<file path="config.mk">
export PLATFORM = sky130hd
export DESIGN_NAME = mips_mc_ctrl
export DESIGN_NICKNAME = d
export VERILOG_FILES = /design/src/rtl/mips_mc_ctrl.sv
export SDC_FILE = /design/constraint.sdc
export NUM_CORES = 1
export LEC_CHECK = 0
export ABC_AREA = 1
export BUFFER_PORTS_ARGS = -buffer_cell sky130_fd_sc_hd__buf_2
export CORE_MARGIN = 5
export CORE_UTILIZATION = 31
export DETAILED_ROUTE_END_ITERATION = 12
export REMOVE_ABC_BUFFERS = 1
export SYNTH_ARGS = -nofsm -noshare
export SYNTH_HDL_FRONTEND = slang
export SYNTH_SLANG_ARGS = --single-unit
</file>
<file path="constraint.sdc">
create_clock -name clock -period 2.1 [get_ports clock]
set_input_delay 0.42 -clock clock [delete_from_list [all_inputs] [get_ports clock]]
set_output_delay 0.42 -clock clock [all_outputs]
set_load 0.02 [all_outputs]
</file>
<file path="src/rtl/mips_mc_ctrl.sv">
// rtl/mips_mc_ctrl.sv - Multicycle MIPS control FSM with memory wait-state timeout
module mips_mc_ctrl #(
    parameter int MEM_TIMEOUT = 15
) (
    input  logic       clock,
    input  logic       reset,
    input  logic [5:0] opcode,
    input  logic [5:0] funct,
    input  logic       zero,
    input  logic       mem_ready,
    output logic       pc_write,
    output logic       ir_write,
    output logic       iord,
    output logic       mem_read,
    output logic       mem_write,
    output logic       reg_write,
    output logic       alu_src_a,
    output logic [1:0] pc_src,
    output logic [1:0] reg_dst,
    output logic [1:0] mem_to_reg,
    output logic [1:0] alu_src_b,
    output logic [1:0] alu_op,
    output logic [3:0] state,
    output logic       error
);

    typedef enum logic [3:0] {
        FETCH  = 4'd0,
        DECODE = 4'd1,
        MEMADR = 4'd2,
        MEMRD  = 4'd3,
        MEMWB  = 4'd4,
        MEMWR  = 4'd5,
        EXEC   = 4'd6,
        ALUWB  = 4'd7,
        BRANCH = 4'd8,
        JUMP   = 4'd9,
        IEXEC  = 4'd10,
        IWB    = 4'd11,
        JR     = 4'd12,
        JAL    = 4'd13,
        ERROR  = 4'd15
    } state_t;

    localparam int CW = (MEM_TIMEOUT < 2) ? 1 : $clog2(MEM_TIMEOUT + 1);
    localparam logic [CW-1:0] TO_LAST = CW'(MEM_TIMEOUT - 1);

    state_t         cur;
    state_t         nxt;
    logic [CW-1:0]  wait_cnt;
    logic           timeout;
    logic           cur_wait;
    logic           nxt_wait;

    assign state    = cur;
    // The wait that would bring the counter to MEM_TIMEOUT is the last one allowed.
    assign timeout  = (wait_cnt == TO_LAST);
    assign cur_wait = (cur == FETCH) || (cur == MEMRD) || (cur == MEMWR);
    assign nxt_wait = (nxt == FETCH) || (nxt == MEMRD) || (nxt == MEMWR);

    always_comb begin
        nxt = cur;
        case (cur)
            FETCH: begin
                if (mem_ready)    nxt = DECODE;
                else if (timeout) nxt = ERROR;
            end
            DECODE: begin
                case (opcode)
                    6'h00:        nxt = (funct == 6'h08) ? JR : EXEC;
                    6'h23, 6'h2B: nxt = MEMADR;
                    6'h04, 6'h05: nxt = BRANCH;
                    6'h02:        nxt = JUMP;
                    6'h03:        nxt = JAL;
                    6'h08, 6'h09, 6'h0A, 6'h0B,
                    6'h0C, 6'h0D, 6'h0E, 6'h0F: nxt = IEXEC;
                    default:      nxt = ERROR;
                endcase
            end
            MEMADR: nxt = (opcode == 6'h23) ? MEMRD : MEMWR;
            MEMRD: begin
                if (mem_ready)    nxt = MEMWB;
                else if (timeout) nxt = ERROR;
            end
            MEMWR: begin
                if (mem_ready)    nxt = FETCH;
                else if (timeout) nxt = ERROR;
            end
            EXEC:   nxt = ALUWB;
            IEXEC:  nxt = IWB;
            MEMWB, ALUWB, IWB, BRANCH, JUMP, JR, JAL: nxt = FETCH;
            ERROR:  nxt = ERROR;
            default: nxt = ERROR;
        endcase
    end

    always_ff @(posedge clock or posedge reset) begin
        if (reset) begin
            cur      <= FETCH;
            wait_cnt <= '0;
            error    <= 1'b0;
        end else begin
            cur   <= nxt;
            error <= error | (nxt == ERROR);
            if (nxt_wait && (nxt != cur))
                wait_cnt <= '0;
            else if (cur_wait && !mem_ready)
                wait_cnt <= wait_cnt + 1'b1;
        end
    end

    always_comb begin
        pc_write   = 1'b0;
        ir_write   = 1'b0;
        iord       = 1'b0;
        mem_read   = 1'b0;
        mem_write  = 1'b0;
        reg_write  = 1'b0;
        alu_src_a  = 1'b0;
        pc_src     = 2'b00;
        reg_dst    = 2'b00;
        mem_to_reg = 2'b00;
        alu_src_b  = 2'b00;
        alu_op     = 2'b00;
        case (cur)
            FETCH: begin
                mem_read  = 1'b1;
                alu_src_b = 2'b01;
                // Gated by reset so no PC/IR update can leak out while reset is high.
                if (mem_ready && !reset) begin
                    ir_write = 1'b1;
                    pc_write = 1'b1;
                end
            end
            DECODE: alu_src_b = 2'b11;
            MEMADR: begin
                alu_src_a = 1'b1;
                alu_src_b = 2'b10;
            end
            MEMRD: begin
                mem_read = 1'b1;
                iord     = 1'b1;
            end
            MEMWB: begin
                reg_write  = 1'b1;
                mem_to_reg = 2'b01;
            end
            MEMWR: begin
                mem_write = 1'b1;
                iord      = 1'b1;
            end
            EXEC: begin
                alu_src_a = 1'b1;
                alu_op    = 2'b10;
            end
            ALUWB: begin
                reg_write = 1'b1;
                reg_dst   = 2'b01;
            end
            IEXEC: begin
                alu_src_a = 1'b1;
                alu_src_b = 2'b10;
                alu_op    = 2'b11;
            end
            IWB: reg_write = 1'b1;
            BRANCH: begin
                alu_src_a = 1'b1;
                alu_op    = 2'b01;
                pc_src    = 2'b01;
                pc_write  = ((opcode == 6'h04) && zero) || ((opcode == 6'h05) && !zero);
            end
            JUMP: begin
                pc_write = 1'b1;
                pc_src   = 2'b10;
            end
            JR: begin
                pc_write = 1'b1;
                pc_src   = 2'b11;
            end
            JAL: begin
                pc_write   = 1'b1;
                pc_src     = 2'b10;
                reg_write  = 1'b1;
                reg_dst    = 2'b10;
                mem_to_reg = 2'b10;
            end
            default: ;
        endcase
    end

endmodule

</file>
==> Word-level counts from Yosys, hierarchy flattened <==
Cells that the tools add are included.
Widths: inputs -> output; s select.
{ "word_totals": {"reg_bits": 9} }
{ "op_classes": {"add_sub_neg": 1, "n_eq_ne": 33, "n_mux": 23, "n_bitwise": 1, "n_reduce_logical": 28} }
{ "op_table": {"columns": ["operator", "n"], "rows": [
  ["$eq 6x4->1 const B", 9],
  ["$eq 4x4->1 const B", 8],
  ["$pmux 4 s8", 1],
  ["$mux 4", 7],
  ["$pmux 4 s6", 1],
  ["$eq 4x3->1 const B", 5],
  ["$pmux 2 s3", 3],
  ["$eq 4x2->1 const B", 3],
  ["$eq 6x2->1 const B", 2],
  ["$eq 6x3->1 const B", 2],
  ["$eq 6x6->1 const B", 2],
  ["$reduce_or 2->1", 6],
  ["$logic_not 4->1", 2],
  ["$pmux 2 s2", 2],
  ["$reduce_or 4->1", 2],
  ["$reduce_or 8->1", 1],
  ["$mux 1", 7],
  ["$reduce_or 7->1", 1],
  ["$logic_not 6->1", 1],
  ["$logic_and 1x1->1", 5],
  ["$logic_or 1x1->1", 5],
  ["$add 4x1->4 const B", 1],
  ["$eq 4x1->1 const B", 1],
  ["$ne 4x4->1", 1],
  ["other kinds (6)", 8]
]} }

==> Longest topological paths before layout <==
Gate-level depths: netlist of run 1.
{ "logic_depth": {"word_depth": 9, "ltp_mapped": 14, "ltp_nobuf": 13} }

==> Worst setup path after synthesis of run 1 <==
OpenSTA, ideal clock, no wires.
{ "synth_path": {"path_kind": "reg-to-output", "startpoint": "register cur[0], in the netlist state[0]", "endpoint": "output port pc_write", "t_arrival_ps": 1703, "required_time_ps": 1680, "setup_slack_ps": -23, "path_stages_with_launch": 7, "n_path_buf": 1, "path_cell_list": "dfrtp_1 -> buf_6 -> nor2_1 -> nand2_4 -> nor3_1 -> nor2_1 -> o31ai_1"} }
{ "synth_between": {"elab_chain_cells": 3, "word_cells_on_any_way": 7} }
{ "synth_lines": {"columns": ["element", "line", "text"], "rows": [
  ["start: declaration", "48", "state_t cur;"],
  ["start signal: assignment", "103", "cur <= nxt;"],
  ["$eq 4x4->1", "125", "case (cur)"],
  ["$reduce_or 3->1 (no source line)", null, null],
  ["$pmux 1 s3 *", "125", null],
  ["end: declaration", "11", "output logic pc_write,"]
]} }
Mark *: on every way between the ends. The rest lies on a longest branch, timed or not.

==> Worst setup path in the final report of run 1 <==
{ "layout_path": {"startpoint": "register cur[1], in the netlist state[1]", "endpoint": "output port reg_write"} }
{ "layout_between": {"elab_chain_cells": 3, "word_cells_on_any_way": 6} }
{ "layout_lines": {"columns": ["element", "line", "text"], "rows": [
  ["$eq 4x4->1 / $eq 4x3->1 (equally long branches)", "125", null],
  ["$reduce_or 4->1 (no source line) *", null, null],
  ["$mux 1 *", "125", null],
  ["end: declaration", "16", "output logic reg_write,"]
]} }
Marked as above.

==> reports/results.ini, run 1 <==
[worst_setup_path]
rrSetupSlack_ps = 250
crit_chain = nor2_1 -> inv_1 -> nor2_1 -> nor2_1 -> o31ai_1 -> buf_2
critPathMostFrequentCell = nor2_1
cp.required_ps = 1680
cpLargestDelayFamily = flip-flops
path_max_fanout = 11
worstSetupPathType = reg2out
crit_path_end_kind = output port
r2r-end = wait_cnt[0]$_DFFE_PP0P_
critPathMaxStageDelay_ps = 500
critPathLaunchType = flip-flop
critical_path_buf_inv_count = 2
timing.rr.start = state[2]$_DFF_PP0_
worstRegToRegCells = 13
crit_slowest_cell = dfrtp_2
cp.arrival_ps = 1550

[power]
p_leak_nw = 0.8246
peakVddDrop_uv = 536.4
cellPowerDensity_mw_per_mm2 = 1490

[timing]
slew_headroom = 0.7704
setup_viol = 0
finalCriticalPeriod_ps = 1970
rsz0062_at_grt = no
fin_skew_ps = 3.197
tns_ps = 0
finalMaxSlewViolations = 0
final_hold_viol_count = 0
worstMarginPinSlew_ps = 344.0
fin_crit_sh = 0.9380
fmaxAchievable_mhz = 507.6

[min_path]
min_path_type = in2async

[final_layout]
final_layout_size_suffix_gt1_frac = 0.3649
area_growth_pct = 24.97
final_area_mm2 = 0.001353
diodes = 0
nNetsFinal = 230
final_cell_count_no_fill = 257
post-route-util = 0.4022

[grt]
antenna_found_initial = 0
track_usage = 0.1138
grt_max_degree = 12
gr-total-overflow = 0
grt_pass1_wl_um = 4629
grt_pass1_vias = 1053

[clocking]
cts.sinks = 9
path_clk_slew_ps = 60
clockBufferDepth = 2
cts_made_buffers = 3
cts_tree = built
htreeDepth = 1
clock_latency_ps = 250
root_buffer = clkbuf_4

[synth]
synth_edf_count = 0
netlist_area_mm2 = 0.001082
synthesis.instances = 170
ys_warn_count = 0
synth.yosys.seq_area_share = 0.2081
syn_avg_cell_area_um2 = 6.366
synth_seq_cells = 9
synth_ff_type = dfrtp_1
yosys.cell_types.count = 26
ys_async_sr_fraction = 1.000

[placed_design]
placed_area_mm2 = 0.001291
dpl.cell_count = 250
hpwl_um = 2277
portBuffers = 37
gp_congestion = 0.8259

[route]
firstDrtPassIters = 4
drc = 0
ant_nets = 0
wire_per_inst_um = 10.70
vias_per_cell = 4.521
vias = 1162
drtIter0Drc = 67
routed_wl_um = 2751

[floorplan]
coreArea_mm2 = 0.003363
rows = 21
fp.dieArea_mm2 = 0.004773
die_x_um = 69.09
pin_count = 38
start_util = 0.3218
fp.dieH_um = 69.09

[outcome]
status = completed

[run]
cap_violations = 0

## per-stage QoR
step / total power [mW] / hold WS, ps / setup slack, ps
2_1_floorplan: 1.439 / 247.9 / -65.25
3_3_place_gp: 1.832 / 425.7 / 182.7
3_5_place_dp: 1.834 / 421.9 / 172.4
4_1_cts: 1.997 / 154.8 / 13.17
5_1_grt: 2.209 / 173.7 / 8.256
6_report: 2.016 / 135.0 / 130.1
## synth_stat cells, drive strengths merged (2+ instances only)
cell,n,share of area
nand2,46,0.18
nor2,31,0.14
inv,27,0.094
nand3,27,0.17
dfrtp,9,0.21
a21oi,7,0.032
buf,4,0.038
xor2,4,0.032
o21ai,3,0.017
ha,2,0.023
nor3,2,0.0092
o22ai,2,0.012
o31ai,2,0.014
## sequential cells by signal, summed over array words and instances, names as in the netlist
register,flops
state,4
wait_cnt,4
error,1
## routing by layer
metal | track usage | vias to the layer above | wire, um
met3 | 0.02616 | 2 | 160
met2 | 0.1790 | 30 | 1283
met5 | 0 | - | 0
met4 | 0.02603 | 0 | 15
met1 | 0.1573 | 510 | 1291
li1 | - | 620 | -
## what timing repair did
item	in CTS	in global routing
hold buffers	0	0
setup buffers	1	2
gates resized for setup	3	2
setup endpoints to repair	3	9
pin swaps	1	0
## power breakdown
group,internal (mW),switching (mW),total [mW]
combinational,0.529,1.01,1.54
clock,0.0732,0.0594,0.133
sequential,0.242,0.104,0.346
## worst max path at each step
stage / from / to / slack (ps) / cells past startpoint
after detailed placement: state[0]$_DFF_PP0_ / wait_cnt[0]$_DFFE_PP0P_ / 170 / 10
after CTS: state[1]$_DFF_PP0_ / alu_src_b[1] / 10 / 5
after global routing: state[1]$_DFF_PP0_ / reg_write / 8 / 6
after floorplan: state[0]$_DFF_PP0_ / reg_write / -70 / 6
final: state[1]$_DFF_PP0_ / reg_write / 130 / 6
after global placement: state[0]$_DFF_PP0_ / wait_cnt[3]$_DFFE_PP0P_ / 180 / 10
## kinds of logic after synthesis
family          synth area share
flops                     0.2081
buf+inv                   0.1318
simple gates              0.5064
fa+ha+maj                0.02312
compound gates           0.09017
xor+xnor                 0.04046
## layout by cell type (no fill, tap or decap), drive strengths merged
cell type and n:
nand2 46, buf 41, o31ai 2, nor3 2, o22ai 2, a21oi 7, dfrtp 9, ha 2
nor2 31, inv 27, o21bai 1, clkbuf 4, nand3 27, nand4 1, xor2 4, o21ai 3
xnor2 1, a31o 1
## area by class of cell
type / instances / area, um^2
Inverter: 27 / 101.3
Timing Repair Buffer: 41 / 215.2
Clock buffer: 4 / 26.28
Sequential cell: 9 / 227.7
Tap cell: 46 / 57.56
Fill cell: 376 / 2011
Multi-Input combinational cell: 130 / 724.4
(Power assumes the default switching activity.)
==> run 2, diff against run 1 <==
CORE_ASPECT_RATIO = 0.8   (was default)
==> run 2 against run 1 <==
Cell area is 0.92% higher. Highest routed layer unchanged. Largest cell class unchanged. Worst hold slack better by 36 ps. Clock skew is 1.4 ps higher. Die area is 0.16% higher. Core utilization is 0.061 points lower. Sequential share of layout area is 0.34 points lower. Final cell count is 1.6% lower. Sequential power is 13% lower. Register-to-register slack hardly changed. Critical path depth is 2 higher. First-iteration DRC count is 25% lower. Non-clock buffer count stayed put. Critical endpoint unchanged.
==> reports/results.ini, run 2 (synthesis gave the netlist of run 1 again) <==
[outcome]
status = completed

[timing]
rsz0062_at_grt = yes
fin_crit_sh = 0.9100  ; -0.02800
finalCriticalPeriod_ps = 1911  ; -58.81 ps
fmaxAchievable_mhz = 523.3  ; +3.1%
fin_skew_ps = 4.596  ; +1.400 ps
setup_viol = 0  ; unchanged
whs_ps = 171.0  ; +35.99 ps
finalMaxSlewViolations = 0  ; unchanged
worstMarginPinSlew_ps = 344.4  ; +0.4131 ps
slew_headroom = 0.7701  ; about the same
final_hold_viol_count = 0  ; unchanged

[grt]
grt_max_degree = 10  ; -2
grt_pass1_vias = 1077  ; +2.3%
gr-total-overflow = 0  ; unchanged
track_usage = 0.1169  ; +0.003031
grt_pass1_wl_um = 4809  ; +3.9%
antenna_found_initial = 0  ; unchanged

[floorplan]
start_util = 0.3184  ; -0.003435
rows = 19  ; -9.5%
fp.dieArea_mm2 = 0.004780  ; +0.16%
coreArea_mm2 = 0.003400  ; +1.1%
die_x_um = 76.06  ; +10%
pin_count = 38  ; unchanged
fp.dieH_um = 62.85  ; -9.0%

[route]
routed_wl_um = 2773  ; +0.80%
dr.max_layer_used = met4
drtIter0Drc = 50  ; -25%
vias = 1157  ; -0.43%
vias_per_cell = 4.573  ; +1.1%
wl_met3_um = 151  ; -5.6%
drc = 0  ; unchanged
firstDrtPassIters = 4  ; unchanged
wire_per_inst_um = 10.96  ; +2.4%
dr_wl_met2_um = 1218  ; -5.1%
ant_nets = 0  ; unchanged
wl_met1_um = 1381  ; +7.0%

[min_path]
min_path_type = in2async

[final_layout]
diodes = 0  ; unchanged
multi_input_area_um2 = 724.4  ; unchanged
nNetsFinal = 230  ; unchanged
layout_common_cells = nand2_1 (40), buf_2 (37), nor2_1 (23)
regArea_um2 = 225.2  ; -1.1%
final_layout_size_suffix_gt1_frac = 0.3602  ; -0.004739
final_area_mm2 = 0.001365  ; +0.92%
post-route-util = 0.4015  ; -0.0006120
final_common_cell = nand2_1
nFillCells = 376  ; unchanged
area_growth_pct = 26.13

[placed_design]
portBuffers = 37  ; unchanged
hpwl_um = 2333  ; +2.5%
placed_area_mm2 = 0.001309  ; +1.4%
gp_congestion = 0.7862  ; -4.8%

[worst_setup_path]
worstSetupEndpoint = reg_write
cp.arrival_ps = 1490  ; -60 ps
critPathLaunchType = flip-flop
crit_path_end_kind = output port
path_max_fanout = 9  ; -2
worstSetupPathType = reg2out
cp.required_ps = 1680  ; about the same
timing.rr.start = wait_cnt[0]$_DFFE_PP0P_
startpoint = state[0]$_DFF_PP0_
r2r-end = wait_cnt[0]$_DFFE_PP0P_
critPathMaxStageDelay_ps = 350  ; -150 ps
rrSetupSlack_ps = 240  ; about the same
worstRegToRegCells = 13  ; unchanged
crit_slowest_cell = dfrtp_1
crit_chain = buf_4 -> inv_1 -> nor2_2 -> inv_1 -> nor2_2 -> nor2_1 -> o31ai_1 -> buf_2

[power]
peakVddDrop_uv = 425.5  ; -21%
p_total_mw = 2.069  ; +2.6%
cellPowerDensity_mw_per_mm2 = 1515  ; +1.7%
p_leak_nw = 0.8380  ; +1.6%

[clocking]
hold_buffers = 0  ; unchanged
clockBufferDepth = 2  ; unchanged
clock_latency_ps = 230  ; -20 ps
path_clk_slew_ps = 50  ; about the same
cts_made_buffers = 3  ; unchanged
cts_tree = built
root_buffer = clkbuf_8
htreeDepth = 1  ; unchanged
cts.sinks = 9  ; unchanged

[run]
cap_violations = 0  ; unchanged

[run 2: worst max-delay path, delay by kind of cell (launching register included)]
kind	cells	cell delay, ps
buffers and inverters	4	570
flip-flops	1	350
AND/OR/NAND/NOR	3	290
AO/OA/AOI/OAI	1	50
[run 2: report_power, final]
group / switching [mW] / internal [mW]
combinational: 1.05 / 0.521
clock: 0.0687 / 0.129
sequential: 0.0605 / 0.240
total: 1.18 / 0.890
[run 2: repair_timing]
item | 4_1_cts | 5_1_grt
gates resized for setup | 0 | 3
setup endpoints to repair | 0 | 3
setup buffers | 0 | 0
endpoints found under the hold margin | 0 | 0
[run 2: worst min path at each step]
stage | endpoint | depth (start not counted)
4_1_cts | wait_cnt[3]$_DFFE_PP0P_ | 2
2_1_floorplan | error$_DFF_PP0_ | 1
3_5_place_dp | wait_cnt[1]$_DFFE_PP0P_ | 2
6_report | error$_DFF_PP0_ | 2
5_1_grt | error$_DFF_PP0_ | 2
3_3_place_gp | wait_cnt[1]$_DFFE_PP0P_ | 2
[run 2: final cells by class]
cell class | count | area share
clock inverter | 1 | 0.003666
multi-input combinational | 130 | 0.5307
timing repair buffer | 41 | 0.1577
tap | 42 | 0.03850
inverter | 27 | 0.07424
clock buffer | 3 | 0.03025
sequential | 9 | 0.1650
[run 2: per-stage QoR]
stage	setup WS, ps	setup TNS, ps	cells
after floorplan	-65.25	-98.14	166
after global placement	202.6	0	249
after detailed placement	204.4	0	249
after CTS	79.35	0	253
after global routing	-16.85	-16.85	253
final	188.9	0	253
[run 2: per-layer routing]
layer | GRT usage | up-vias
met1 | 0.1659 | 500
li1 | - | 622
met4 | 0.02620 | 0
met3 | 0.01873 | 4
met5 | 0 | -
met2 | 0.1848 | 31
==> run 3, diff against run 2 <==
CTS_BUF_LIST = sky130_fd_sc_hd__clkbuf_16   (was default)
==> run 3 against run 2 <==
Global-route usage is 0.18 points higher. Clock power is 68% higher. Fmax is 0.56% lower. Combinational power hardly changed. Register-to-register slack hardly changed. Largest cell class unchanged. Die area stayed put. First-iteration DRC count is 50% higher. Critical path type unchanged.
==> reports/results.ini, run 3 (synthesis gave the netlist of run 1 again) <==
[timing]
slew_headroom = 0.7781  ; +0.007986
fin_ws_ps = 178.1  ; -10.84 ps
setup_viol = 0  ; unchanged
finalMaxSlewViolations = 0  ; unchanged
finalCriticalPeriod_ps = 1922  ; +10.84 ps
worstMarginPinSlew_ps = 332.4  ; -11.97 ps
fin_skew_ps = 3.837  ; -0.7590 ps
rsz0062_at_grt = yes
fin_crit_sh = 0.9152  ; +0.005163
fmaxAchievable_mhz = 520.3  ; -0.56%
final_hold_viol_count = 0  ; unchanged

[clocking]
root_buffer = clkbuf_16
clock_latency_ps = 230  ; about the same
clockBufferDepth = 2  ; unchanged
cts_tree = built
htreeDepth = 1  ; unchanged
path_clk_slew_ps = 40  ; about the same
cts.sinks = 9  ; unchanged
cts_resized = 0  ; unchanged
post_cts_buffers = 0  ; unchanged
hold_buffers = 0  ; unchanged
cts_made_buffers = 3  ; unchanged

[placed_design]
gp_congestion = 0.7862  ; unchanged
placed_area_mm2 = 0.001309  ; unchanged
hpwl_um = 2333  ; unchanged
dpl_worst_slack_ps = 204.4  ; unchanged
portBuffers = 37  ; unchanged

[worst_setup_path]
critPathLaunchType = flip-flop
cp.arrival_ps = 1500  ; about the same
cp.required_ps = 1680  ; about the same
path_max_fanout = 7  ; -2
timing.rr.start = wait_cnt[0]$_DFFE_PP0P_
startpoint = state[2]$_DFF_PP0_
worstSetupPathType = reg2out
crit_path_end_kind = output port

[floorplan]
fp.dieArea_mm2 = 0.004780  ; unchanged
die_x_um = 76.06  ; unchanged
start_util = 0.3184  ; unchanged
pin_count = 38  ; unchanged
rows = 19  ; unchanged
coreArea_mm2 = 0.003400  ; unchanged
fp.dieH_um = 62.85  ; unchanged

[final_layout]
post-route-util = 0.4115  ; +0.009937
final_common_cell = nand2_1
diodes = 0  ; unchanged
area_growth_pct = 29.25
nNetsFinal = 230  ; unchanged
layout_common_cells = nand2_1 (40), buf_2 (37), nor2_1 (23)
final_layout_size_suffix_gt1_frac = 0.3602  ; unchanged
final_area_mm2 = 0.001399  ; +2.5%

[route]
vias = 1173  ; +1.4%
wl_met3_um = 170  ; +13%
wl_met1_um = 1372  ; -0.65%
firstDrtPassIters = 4  ; unchanged
drtIter0Drc = 75  ; +50%
dr_wl_met2_um = 1247  ; +2.4%
drc = 0  ; unchanged
wire_per_inst_um = 11.08  ; +1.0%
routed_wl_um = 2802  ; +1.0%
vias_per_cell = 4.636  ; +1.4%
ant_nets = 0  ; unchanged
dr.max_layer_used = met4

[grt]
grt_pass1_vias = 1090  ; +1.2%
grt_pass1_wl_um = 4850  ; +0.85%
track_usage = 0.1187  ; +0.001802
grt_max_degree = 10  ; unchanged
antenna_found_initial = 0  ; unchanged
gr-total-overflow = 0  ; unchanged

[min_path]
min_path_type = in2async

[power]
p_leak_nw = 0.8534  ; +1.8%
peakVddDrop_uv = 528.0  ; +24%
cellPowerDensity_mw_per_mm2 = 1576  ; +4.0%

[run]
cap_violations = 0  ; unchanged

[outcome]
status = completed

==> run 3: worst max-delay path: stages, from the launching register on <==
cell and delay [ps]:
dfrtp_1 420, nor2_4 230, nand2_4 110, nor3_2 190, nor2_1 60, o31ai_1 60
buf_2 200
==> run 3: per-layer routing <==
layer  global-route usage  up-vias
met3              0.02738        2
met1               0.1625      513
met2               0.1891       34
met4              0.02620        0
met5                    0        -
li1                     -      624
==> run 3: area by class of cell <==
| class | count | area (um^2) |
|---|---|---|
| multi-input cells | 130 | 724.4 |
| inverters | 27 | 101.3 |
| flip-flops and latches | 9 | 225.2 |
| fillers | 370 | 2001 |
| clock buffers | 3 | 75.07 |
| repair buffers | 41 | 215.2 |
| clock inverters | 1 | 5.005 |
| well taps | 42 | 52.55 |
==> run 3: worst paths after layout <==
path,endpoint,slack [ps],depth (start not counted)
max,pc_write,180,6
min,wait_cnt[3]$_DFFE_PP0P_,170,2
max reg2reg,wait_cnt[2]$_DFFE_PP0P_,230,13
min reg2reg,error$_DFF_PP0_,470,1
max in group asynchronous,wait_cnt[0]$_DFFE_PP0P_,1690,2
min in group clock,error$_DFF_PP0_,470,1
==> run 3: stage by stage <==
step / hold slack (ps) / power (mW) / std cells / setup TNS, ps
after global routing: 195.6 / 2.410 / 253 / -17.56
after floorplan: 247.9 / 1.439 / 166 / -98.14
after detailed placement: 417.3 / 1.863 / 249 / 0
after CTS: 171.8 / 2.206 / 253 / 0
final: 166.0 / 2.205 / 253 / 0
after global placement: 421.4 / 1.867 / 249 / 0
==> run 3: power by group <==
| group | total, mW | internal, mW | switching, mW |
|---|---|---|---|
| Clock | 0.332 | 0.251 | 0.0812 |
| Sequential | 0.302 | 0.240 | 0.0619 |
| Combinational | 1.57 | 0.521 | 1.05 |
